$ cat src/rtl/axis_conv_in_slice_pkg.sv
// Shared parameters and types for the conv-engine input slice.
// Holds the conv tuser bit indices, the bus geometry and the derived
// pixel/weight widths, the packed beat payload type and the skid-register
// state encoding.
package axis_conv_in_slice_pkg;

    // Bus geometry
    localparam int UNITS               = 8;
    localparam int COPIES              = 2;
    localparam int CORES               = 4;
    localparam int MEMBERS             = 8;
    localparam int WORD_WIDTH          = 8;

    // Conv tuser layout
    localparam int TUSER_WIDTH_CONV_IN = 16;
    localparam int I_IS_CONFIG         = 6;

    // Derived widths
    localparam int PIXELS_WIDTH        = COPIES * WORD_WIDTH * UNITS;
    localparam int WEIGHTS_WIDTH       = WORD_WIDTH * CORES * MEMBERS;

    // One beat moves through the slice as a single vector.
    typedef struct packed {
        logic                           tlast;
        logic [TUSER_WIDTH_CONV_IN-1:0] tuser;
        logic [PIXELS_WIDTH-1:0]        pixels;
        logic [WEIGHTS_WIDTH-1:0]       weights;
    } conv_in_beat_t;

    // EMPTY: main invalid; ONE: main valid; FULL: main and skid valid.
    typedef enum logic [1:0] {
        ST_EMPTY = 2'd0,
        ST_ONE   = 2'd1,
        ST_FULL  = 2'd2
    } skid_state_e;

endpackage

$ cat src/rtl/axis_conv_in_slice_if.sv
// AXI-Stream bundle carrying synchronised pixels, weights and conv tuser.
// Handshake: a beat transfers on a rising clock edge where tvalid and tready
// are both high; the master holds tvalid and payload stable until then.
// Modports: master drives tvalid/tlast/tuser/pixels/weights and samples
// tready; slave is the mirror image.
interface axis_conv_in_slice_if;
    import axis_conv_in_slice_pkg::*;

    logic                           tvalid;
    logic                           tready;
    logic                           tlast;
    logic [TUSER_WIDTH_CONV_IN-1:0] tuser;
    logic [PIXELS_WIDTH-1:0]        pixels_tdata;
    logic [WEIGHTS_WIDTH-1:0]       weights_tdata;

    modport master (
        output tvalid, tlast, tuser, pixels_tdata, weights_tdata,
        input  tready
    );

    modport slave (
        input  tvalid, tlast, tuser, pixels_tdata, weights_tdata,
        output tready
    );

endinterface

$ cat src/rtl/axis_conv_in_slice_skid_reg.sv
// Generic 2-entry skid register (width W), full throughput, 1-cycle latency.
// s_ready and m_valid are flops, so neither side's ready/valid reaches the
// other combinationally. state exposes the occupancy FSM for debug.
// Ports: clk/rst (sync, active high), s_valid/s_ready/s_data in,
//        m_valid/m_ready/m_data out, state (debug).
module axis_conv_in_slice_skid_reg
    import axis_conv_in_slice_pkg::*;
#(
    parameter int W = 8
) (
    input  logic         clk,
    input  logic         rst,
    input  logic         s_valid,
    output logic         s_ready,
    input  logic [W-1:0] s_data,
    output logic         m_valid,
    input  logic         m_ready,
    output logic [W-1:0] m_data,
    output skid_state_e  state
);

    skid_state_e  state_q, state_d;
    logic         ready_q, ready_d;
    logic         valid_q, valid_d;
    logic [W-1:0] main_q, main_d;
    logic [W-1:0] skid_q, skid_d;
    logic         in_hs, out_hs;

    always_comb begin
        in_hs   = s_valid && ready_q;
        out_hs  = valid_q && m_ready;
        state_d = state_q;
        main_d  = main_q;
        skid_d  = skid_q;
        case (state_q)
            ST_EMPTY: begin
                if (in_hs) begin
                    main_d  = s_data;
                    state_d = ST_ONE;
                end
            end
            ST_ONE: begin
                if (in_hs && out_hs) begin
                    main_d = s_data;
                end else if (in_hs) begin
                    // Downstream stalled: park the new beat behind main.
                    skid_d  = s_data;
                    state_d = ST_FULL;
                end else if (out_hs) begin
                    state_d = ST_EMPTY;
                end
            end
            ST_FULL: begin
                // s_ready is low here, so only the drain can happen.
                if (out_hs) begin
                    main_d  = skid_q;
                    state_d = ST_ONE;
                end
            end
            default: state_d = ST_EMPTY;
        endcase
        // Outputs are decoded from the next state and registered.
        ready_d = (state_d != ST_FULL);
        valid_d = (state_d != ST_EMPTY);
    end

    always_ff @(posedge clk) begin
        if (rst) begin
            state_q <= ST_EMPTY;
            ready_q <= 1'b0;
            valid_q <= 1'b0;
        end else begin
            state_q <= state_d;
            ready_q <= ready_d;
            valid_q <= valid_d;
        end
    end

    // Payload registers need no reset; they are qualified by valid_q.
    always_ff @(posedge clk) begin
        main_q <= main_d;
        skid_q <= skid_d;
    end

    assign s_ready = ready_q;
    assign m_valid = valid_q;
    assign m_data  = main_q;
    assign state   = state_q;

endmodule

$ cat src/rtl/axis_conv_in_slice.sv
// Registered AXI-Stream slice between the input pipe and the conv engine.
// Wraps a 2-entry skid register around the {tlast, tuser, pixels, weights}
// payload and adds per-packet beat/config/packet counters plus sticky
// protocol-error flags. Counters advance on the output handshake only.
// Ports: aclk, areset (sync, active high); s_axis (slave) in; m_axis
//        (master) out; stat_* counters; err_* sticky flags; dbg_state.
module axis_conv_in_slice
    import axis_conv_in_slice_pkg::*;
#(
    parameter int BEATS_WIDTH   = 20,
    parameter int PACKETS_WIDTH = 16
) (
    input  logic                     aclk,
    input  logic                     areset,
    axis_conv_in_slice_if.slave      s_axis,
    axis_conv_in_slice_if.master     m_axis,
    output logic [BEATS_WIDTH-1:0]   stat_beats,
    output logic [BEATS_WIDTH-1:0]   stat_last_beats,
    output logic [BEATS_WIDTH-1:0]   stat_config_beats,
    output logic [PACKETS_WIDTH-1:0] stat_packets,
    output logic                     err_valid_drop,
    output logic                     err_beat_ovf,
    output skid_state_e              dbg_state
);

    localparam int                     W         = $bits(conv_in_beat_t);
    localparam logic [BEATS_WIDTH-1:0] BEATS_MAX = '1;

    conv_in_beat_t  in_beat, out_beat;
    logic [W-1:0]   out_vec;
    logic           s_ready, m_valid, out_hs;

    assign in_beat = '{tlast:   s_axis.tlast,
                       tuser:   s_axis.tuser,
                       pixels:  s_axis.pixels_tdata,
                       weights: s_axis.weights_tdata};

    axis_conv_in_slice_skid_reg #(.W(W)) u_skid (
        .clk     (aclk),
        .rst     (areset),
        .s_valid (s_axis.tvalid),
        .s_ready (s_ready),
        .s_data  (in_beat),
        .m_valid (m_valid),
        .m_ready (m_axis.tready),
        .m_data  (out_vec),
        .state   (dbg_state)
    );

    assign out_beat             = conv_in_beat_t'(out_vec);
    assign s_axis.tready        = s_ready;
    assign m_axis.tvalid        = m_valid;
    assign m_axis.tlast         = out_beat.tlast;
    assign m_axis.tuser         = out_beat.tuser;
    assign m_axis.pixels_tdata  = out_beat.pixels;
    assign m_axis.weights_tdata = out_beat.weights;
    assign out_hs               = m_valid && m_axis.tready;

    logic [BEATS_WIDTH-1:0]   beats_q, beats_d;
    logic [BEATS_WIDTH-1:0]   cfg_q, cfg_d;
    logic [BEATS_WIDTH-1:0]   last_beats_q, last_beats_d;
    logic [BEATS_WIDTH-1:0]   config_beats_q, config_beats_d;
    logic [PACKETS_WIDTH-1:0] packets_q, packets_d;
    logic                     stall_q, stall_d;
    logic                     drop_q, drop_d;
    logic                     ovf_q, ovf_d;
    logic [BEATS_WIDTH-1:0]   beats_inc, cfg_inc, cfg_next;

    always_comb begin
        beats_inc      = (beats_q == BEATS_MAX) ? beats_q : beats_q + 1'b1;
        cfg_inc        = (cfg_q == BEATS_MAX) ? cfg_q : cfg_q + 1'b1;
        cfg_next       = out_beat.tuser[I_IS_CONFIG] ? cfg_inc : cfg_q;
        beats_d        = beats_q;
        cfg_d          = cfg_q;
        last_beats_d   = last_beats_q;
        config_beats_d = config_beats_q;
        packets_d      = packets_q;
        ovf_d          = ovf_q;
        // Upstream offered a beat that was refused last cycle and has now
        // withdrawn it without a transfer.
        stall_d        = s_axis.tvalid && !s_ready;
        drop_d         = drop_q || (stall_q && !s_axis.tvalid);
        if (out_hs) begin
            if (out_beat.tlast) begin
                last_beats_d   = beats_inc;
                config_beats_d = cfg_next;
                beats_d        = '0;
                cfg_d          = '0;
                packets_d      = packets_q + 1'b1;
            end else begin
                beats_d = beats_inc;
                cfg_d   = cfg_next;
                if (beats_inc == BEATS_MAX) begin
                    ovf_d = 1'b1;
                end
            end
        end
    end

    always_ff @(posedge aclk) begin
        if (areset) begin
            beats_q        <= '0;
            cfg_q          <= '0;
            last_beats_q   <= '0;
            config_beats_q <= '0;
            packets_q      <= '0;
            stall_q        <= 1'b0;
            drop_q         <= 1'b0;
            ovf_q          <= 1'b0;
        end else begin
            beats_q        <= beats_d;
            cfg_q          <= cfg_d;
            last_beats_q   <= last_beats_d;
            config_beats_q <= config_beats_d;
            packets_q      <= packets_d;
            stall_q        <= stall_d;
            drop_q         <= drop_d;
            ovf_q          <= ovf_d;
        end
    end

    assign stat_beats        = beats_q;
    assign stat_last_beats   = last_beats_q;
    assign stat_config_beats = config_beats_q;
    assign stat_packets      = packets_q;
    assign err_valid_drop    = drop_q;
    assign err_beat_ovf      = ovf_q;

endmodule

$ cat src/flat_wrapper.sv
// flat-port wrapper written by rule: the top's interface ports become plain ports
module axis_conv_in_slice_flat import axis_conv_in_slice_pkg::*;
#(
    parameter int BEATS_WIDTH   = 20,
    parameter int PACKETS_WIDTH = 16
)
  (aclk, areset, stat_beats, stat_last_beats, stat_config_beats, stat_packets, err_valid_drop, err_beat_ovf, dbg_state, s_axis_tvalid, s_axis_tlast, s_axis_tuser, s_axis_pixels_tdata, s_axis_weights_tdata, s_axis_tready, m_axis_tvalid, m_axis_tlast, m_axis_tuser, m_axis_pixels_tdata, m_axis_weights_tdata, m_axis_tready);
  axis_conv_in_slice_if s_axis_i ();
  axis_conv_in_slice_if m_axis_i ();
  input  logic aclk;
  input  logic areset;
  output logic [BEATS_WIDTH-1:0] stat_beats;
  output logic [BEATS_WIDTH-1:0] stat_last_beats;
  output logic [BEATS_WIDTH-1:0] stat_config_beats;
  output logic [PACKETS_WIDTH-1:0] stat_packets;
  output logic err_valid_drop;
  output logic err_beat_ovf;
  output skid_state_e dbg_state;
  input wire logic [$bits(s_axis_i.tvalid)-1:0] s_axis_tvalid;
  input wire logic [$bits(s_axis_i.tlast)-1:0] s_axis_tlast;
  input wire logic [$bits(s_axis_i.tuser)-1:0] s_axis_tuser;
  input wire logic [$bits(s_axis_i.pixels_tdata)-1:0] s_axis_pixels_tdata;
  input wire logic [$bits(s_axis_i.weights_tdata)-1:0] s_axis_weights_tdata;
  output wire logic [$bits(s_axis_i.tready)-1:0] s_axis_tready;
  output wire logic [$bits(m_axis_i.tvalid)-1:0] m_axis_tvalid;
  output wire logic [$bits(m_axis_i.tlast)-1:0] m_axis_tlast;
  output wire logic [$bits(m_axis_i.tuser)-1:0] m_axis_tuser;
  output wire logic [$bits(m_axis_i.pixels_tdata)-1:0] m_axis_pixels_tdata;
  output wire logic [$bits(m_axis_i.weights_tdata)-1:0] m_axis_weights_tdata;
  input wire logic [$bits(m_axis_i.tready)-1:0] m_axis_tready;
  assign s_axis_i.tvalid = s_axis_tvalid;
  assign s_axis_i.tlast = s_axis_tlast;
  assign s_axis_i.tuser = s_axis_tuser;
  assign s_axis_i.pixels_tdata = s_axis_pixels_tdata;
  assign s_axis_i.weights_tdata = s_axis_weights_tdata;
  assign s_axis_tready = s_axis_i.tready;
  assign m_axis_tvalid = m_axis_i.tvalid;
  assign m_axis_tlast = m_axis_i.tlast;
  assign m_axis_tuser = m_axis_i.tuser;
  assign m_axis_pixels_tdata = m_axis_i.pixels_tdata;
  assign m_axis_weights_tdata = m_axis_i.weights_tdata;
  assign m_axis_i.tready = m_axis_tready;
  axis_conv_in_slice #(.BEATS_WIDTH(BEATS_WIDTH), .PACKETS_WIDTH(PACKETS_WIDTH)) u_core (.aclk(aclk), .areset(areset), .s_axis(s_axis_i), .m_axis(m_axis_i), .stat_beats(stat_beats), .stat_last_beats(stat_last_beats), .stat_config_beats(stat_config_beats), .stat_packets(stat_packets), .err_valid_drop(err_valid_drop), .err_beat_ovf(err_beat_ovf), .dbg_state(dbg_state));
endmodule
$ cat config.mk
export PLATFORM = sky130hd
export DESIGN_NAME = axis_conv_in_slice_flat
export DESIGN_NICKNAME = d
export VERILOG_FILES = /design/src/rtl/axis_conv_in_slice_pkg.sv /design/src/rtl/axis_conv_in_slice_if.sv /design/src/rtl/axis_conv_in_slice_skid_reg.sv /design/src/rtl/axis_conv_in_slice.sv /design/src/flat_wrapper.sv
export SDC_FILE = /design/constraint.sdc
export NUM_CORES = 1
export LEC_CHECK = 0
export CORE_AREA = 2 2 343 345
export DETAILED_ROUTE_END_ITERATION = 16
export DIE_AREA = 0 0 345 347
export SYNTH_ARGS = -nofsm -noshare
export SYNTH_HDL_FRONTEND = slang
export SYNTH_SLANG_ARGS = --single-unit
$ cat constraint.sdc
create_clock -name aclk -period 35.8 [get_ports aclk]
set_input_delay 3.58 -clock aclk [delete_from_list [all_inputs] [get_ports aclk]]
set_output_delay 3.58 -clock aclk [all_outputs]
set_load 0.005 [all_outputs]
==> flow_metrics.py <==
metrics = {
    "status": {
        "status": "complete, no violations",
    },
    "global_route": {
        "gr-total-overflow": 0,
        "globalRouteTotalUtil_pct": 15.51,
        "grt_first_pass_wirelength_mm": 139.4,
        "number_of_antenna_violations_at_the_first_check_in_global_routing": 16,
        "first_global_vias": 20347,
        "grt_max_degree": 156,
    },
    "sta": {
        "finalClockSkew_ps": 45.99,
        "drv_slew": 0,
        "max_slew.worst_pin.slew_ps": 1081,
        "clock.fmax_mhz": 129.3,
        "relSlewSlack_pct": 27.91,
        "final_critical_path_setup_slack_ps": 28070,
        "final_min_period_over_clock_period_pct": 21.60,
        "rsz0062_at_grt": "no",
        "fin_crit_ps": 7734,
        "setup-violations-final": 0,
        "fin_setup_tns_ps": 0,
        "final_hold_viol_count": 0,
    },
    "logic_synthesis": {
        "synth-async-reset-ratio_pct": 0,
        "post_synth.cell_area_avg_um2": 17.98,
        "synth_area_leader_cell": "sky130_fd_sc_hd__edfxtp_1",
        "synth.ff_latch_count": 905,
        "post_synth_main_area_contributors": "sky130_fd_sc_hd__edfxtp_1, sky130_fd_sc_hd__mux2_2, sky130_fd_sc_hd__dfxtp_1",
        "synth_nets": 2293,
        "synthesis.area_um2": 33880,
        "synth_seq_area_share_pct": 77.16,
        "synth_enable_flop_cells": 802,
        "yosys.cell_types.count": 61,
        "syn_inst": 1885,
        "synth.yosys.warnings": 0,
        "synthFlopType": "sky130_fd_sc_hd__edfxtp_1",
        "post-synth-top-area-fraction_pct": 71.07,
    },
    "layout": {
        "most_frequent_standard_cell_in_the_layout_excluding_fill_and_tap_cells": "sky130_fd_sc_hd__clkdlybuf4s50_1",
        "layout.cells.most_common_list": "sky130_fd_sc_hd__clkdlybuf4s50_1, sky130_fd_sc_hd__edfxtp_1, sky130_fd_sc_hd__mux2_2",
        "fin_cells": 4404,
        "num-nets-final": 3207,
        "layout-area-overhead-vs-synth_pct": 40.61,
        "post_route_cells_drive_above_1_share_pct": 20.24,
    },
    "setup_path": {
        "crit_type": "input port to flop",
        "critPathMaxFanout": 70,
        "worst-endpoint-required_ps": 36100,
        "worst-r2r-setup-slack_ps": 31110,
        "critical_path.reg2reg.endpoint": "u_core.u_skid.m_data[275]",
        "timing.critical_path.to_type": "flop",
        "critical_path.reg2reg.startpoint": "u_core.u_skid.m_valid",
        "cp_arrival_ps": 8030,
        "r2r.worst_path.cells": 8,
        "startpoint_type": "input port",
    },
    "floorplan": {
        "die_height_um": 347,
        "die_w_um": 345,
        "core_region_area_um2": 115700,
        "number_of_placed_i_o_pins": 888,
        "floorplan.initialDensity_pct": 29.28,
        "design.die.area_um2": 119700,
        "fp-row-count": 125,
    },
    "clock_network": {
        "clk_latency_ps": 690,
        "hold_buffers": 0,
        "cts_repair_resize_count": 0,
        "cts_inserted_buffers": 98,
        "cts_tree": "built",
        "cts_buffer_depth": 3,
        "postCtsSetupBuffers": 0,
        "clock_slew_seen_by_the_registers_of_the_worst_setup_and_hold_paths_ps": 60,
        "clock_sink_count": 905,
        "clock-root-buffer": "sky130_fd_sc_hd__clkbuf_16",
        "htree_levels": 3,
    },
    "pwr": {
        "leakagePower_nw": 15.45,
        "max-vdd-ir-drop_v": 0.00003955,
        "power_density_nw_per_um2": 50.51,
    },
    "place": {
        "place_ws_ps": 27270,
        "placed_cells_incl_taps": 4223,
        "routabilityCongestion": 0.8418,
        "detailedPlacementHpwl_mm": 68.09,
        "io_buffer_count": 887,
    },
    "worst_hold_path": {
        "source_of_the_worst_hold_timing_path": "u_core.stat_last_beats[0]",
        "worst_hold_path_type": "flop to flop",
        "holdPathEnd": "u_core.stat_last_beats[0]",
        "worst_hold_path.num_cells": 2,
    },
    "detailed_routing": {
        "number_of_vias_per_cell_after_detailed_routing": 4.532,
        "drt_iter0_drc": 1226,
        "drc": 0,
        "vias": 19957,
        "detail-route-antenna-nets": 0,
        "tritonroute_pass_1_iters": 5,
        "routed_wl_mm": 96.29,
        "drt-wirelength-per-cell_um": 21.86,
    },
    "job": {
        "timing.max_cap.violations": 0,
    },
}
## critical path: stages
cell and delay, ps:
sky130_fd_sc_hd__clkdlybuf4s50_1 530, sky130_fd_sc_hd__and2_0 140, sky130_fd_sc_hd__buf_4 260, sky130_fd_sc_hd__a21oi_1 110
sky130_fd_sc_hd__nor2_1 160, sky130_fd_sc_hd__a21o_4 620, sky130_fd_sc_hd__buf_4 800, sky130_fd_sc_hd__buf_4 780
sky130_fd_sc_hd__buf_4 830
## logic make-up after synthesis
logic type                 share of synthesized area (%)
muxes                                              13.48
adders and majority gates                         0.1108
xor gates and xnor gates                          0.9564
DFF                                                77.16
AOI/OAI and AO/OA                                  2.961
buffers and inverters                              1.248
and+or+nand+nor                                    4.088
## cells in the mapped netlist, types with 3 or more instances
cell                       count
sky130_fd_sc_hd__a211oi_1      7
sky130_fd_sc_hd__a21oi_1      72
sky130_fd_sc_hd__a22oi_1       8
sky130_fd_sc_hd__a31oi_1       9
sky130_fd_sc_hd__a32o_1        5
sky130_fd_sc_hd__a41oi_1       3
sky130_fd_sc_hd__and2_1        3
sky130_fd_sc_hd__and3_1       13
sky130_fd_sc_hd__and4_1        6
sky130_fd_sc_hd__buf_2        11
sky130_fd_sc_hd__clkbuf_1     78
sky130_fd_sc_hd__dfxtp_1     103
sky130_fd_sc_hd__edfxtp_1    802
sky130_fd_sc_hd__ha_1          3
sky130_fd_sc_hd__inv_1         9
sky130_fd_sc_hd__mux2_2      402
sky130_fd_sc_hd__mux2i_1       4
sky130_fd_sc_hd__nand2_1      52
sky130_fd_sc_hd__nand3_1      28
sky130_fd_sc_hd__nand4_1      19
sky130_fd_sc_hd__nor2_1       73
sky130_fd_sc_hd__nor3_1       21
sky130_fd_sc_hd__o21ai_0      45
sky130_fd_sc_hd__o21ai_1       3
sky130_fd_sc_hd__o31ai_1       4
sky130_fd_sc_hd__or3_1        18
sky130_fd_sc_hd__or4_1         4
sky130_fd_sc_hd__xnor2_1      14
sky130_fd_sc_hd__xor2_1       23
## sequential cells by signal, summed over array words and instances, names as in the netlist
name                      cells
u_core.u_skid.state           2
u_core.u_skid.s_ready         1
u_core.err_beat_ovf           1
u_core.stat_last_beats       20
u_core.stat_beats            20
u_core.stat_config_beats     20
u_core.cfg_q                 20
u_core.u_skid.skid_q        401
u_core.err_valid_drop         1
u_core.stat_packets          16
u_core.u_skid.m_valid         1
u_core.u_skid.m_data        401
u_core.stall_q                1
## layer usage
layer  track usage [%]  routed length [µm]  up-vias
met5                 0                  39        -
met4             3.956                2066        6
met3             6.520                8748      145
met2             27.12               49090      702
met1             17.38               36340     9924
li1                  -                   -     9180
## layout make-up
class / instances / area [µm²]
multi-input cells: 877 / 7338
repair buffers: 908 / 9059
inverters: 9 / 33.78
well taps: 1524 / 1907
clock buffers: 121 / 2569
flip-flops and latches: 905 / 26150
diodes: 5 / 12.51
clock inverters: 55 / 581.8
fillers: 10587 / 68090
## how the worst max path moves through the flow
stage	start	to	slack [ps]	cells past startpoint
after floorplan	m_axis_tready	u_core.u_skid.skid_q[0]	21600	4
after global placement	m_axis_tready	u_core.u_skid.m_data[221]	27240	9
after detailed placement	m_axis_tready	u_core.u_skid.m_data[107]	27270	9
after CTS	m_axis_tready	u_core.u_skid.m_data[107]	28030	9
after global routing	m_axis_tready	u_core.u_skid.m_data[271]	27760	9
final	m_axis_tready	u_core.u_skid.m_data[275]	28070	9
## per-stage QoR
stage,hold WS (ps),total power [mW],util (%),cell area [µm²]
final,449.6,2.407,41.17,47650
after global routing,491.4,2.494,41.17,47640
after CTS,456.6,2.441,41.16,47630
after detailed placement,448.5,1.435,38.43,44480
after global placement,440.9,1.434,38.43,44480
after floorplan,436.7,1.310,-,33890
## power breakdown
part           total (mW)  internal (mW)  switching [mW]
combinational       0.196          0.114          0.0821
sequential           1.21           1.20          0.0122
clock               0.996          0.570           0.426
Note: power is estimated with default switching activity, not from simulation.
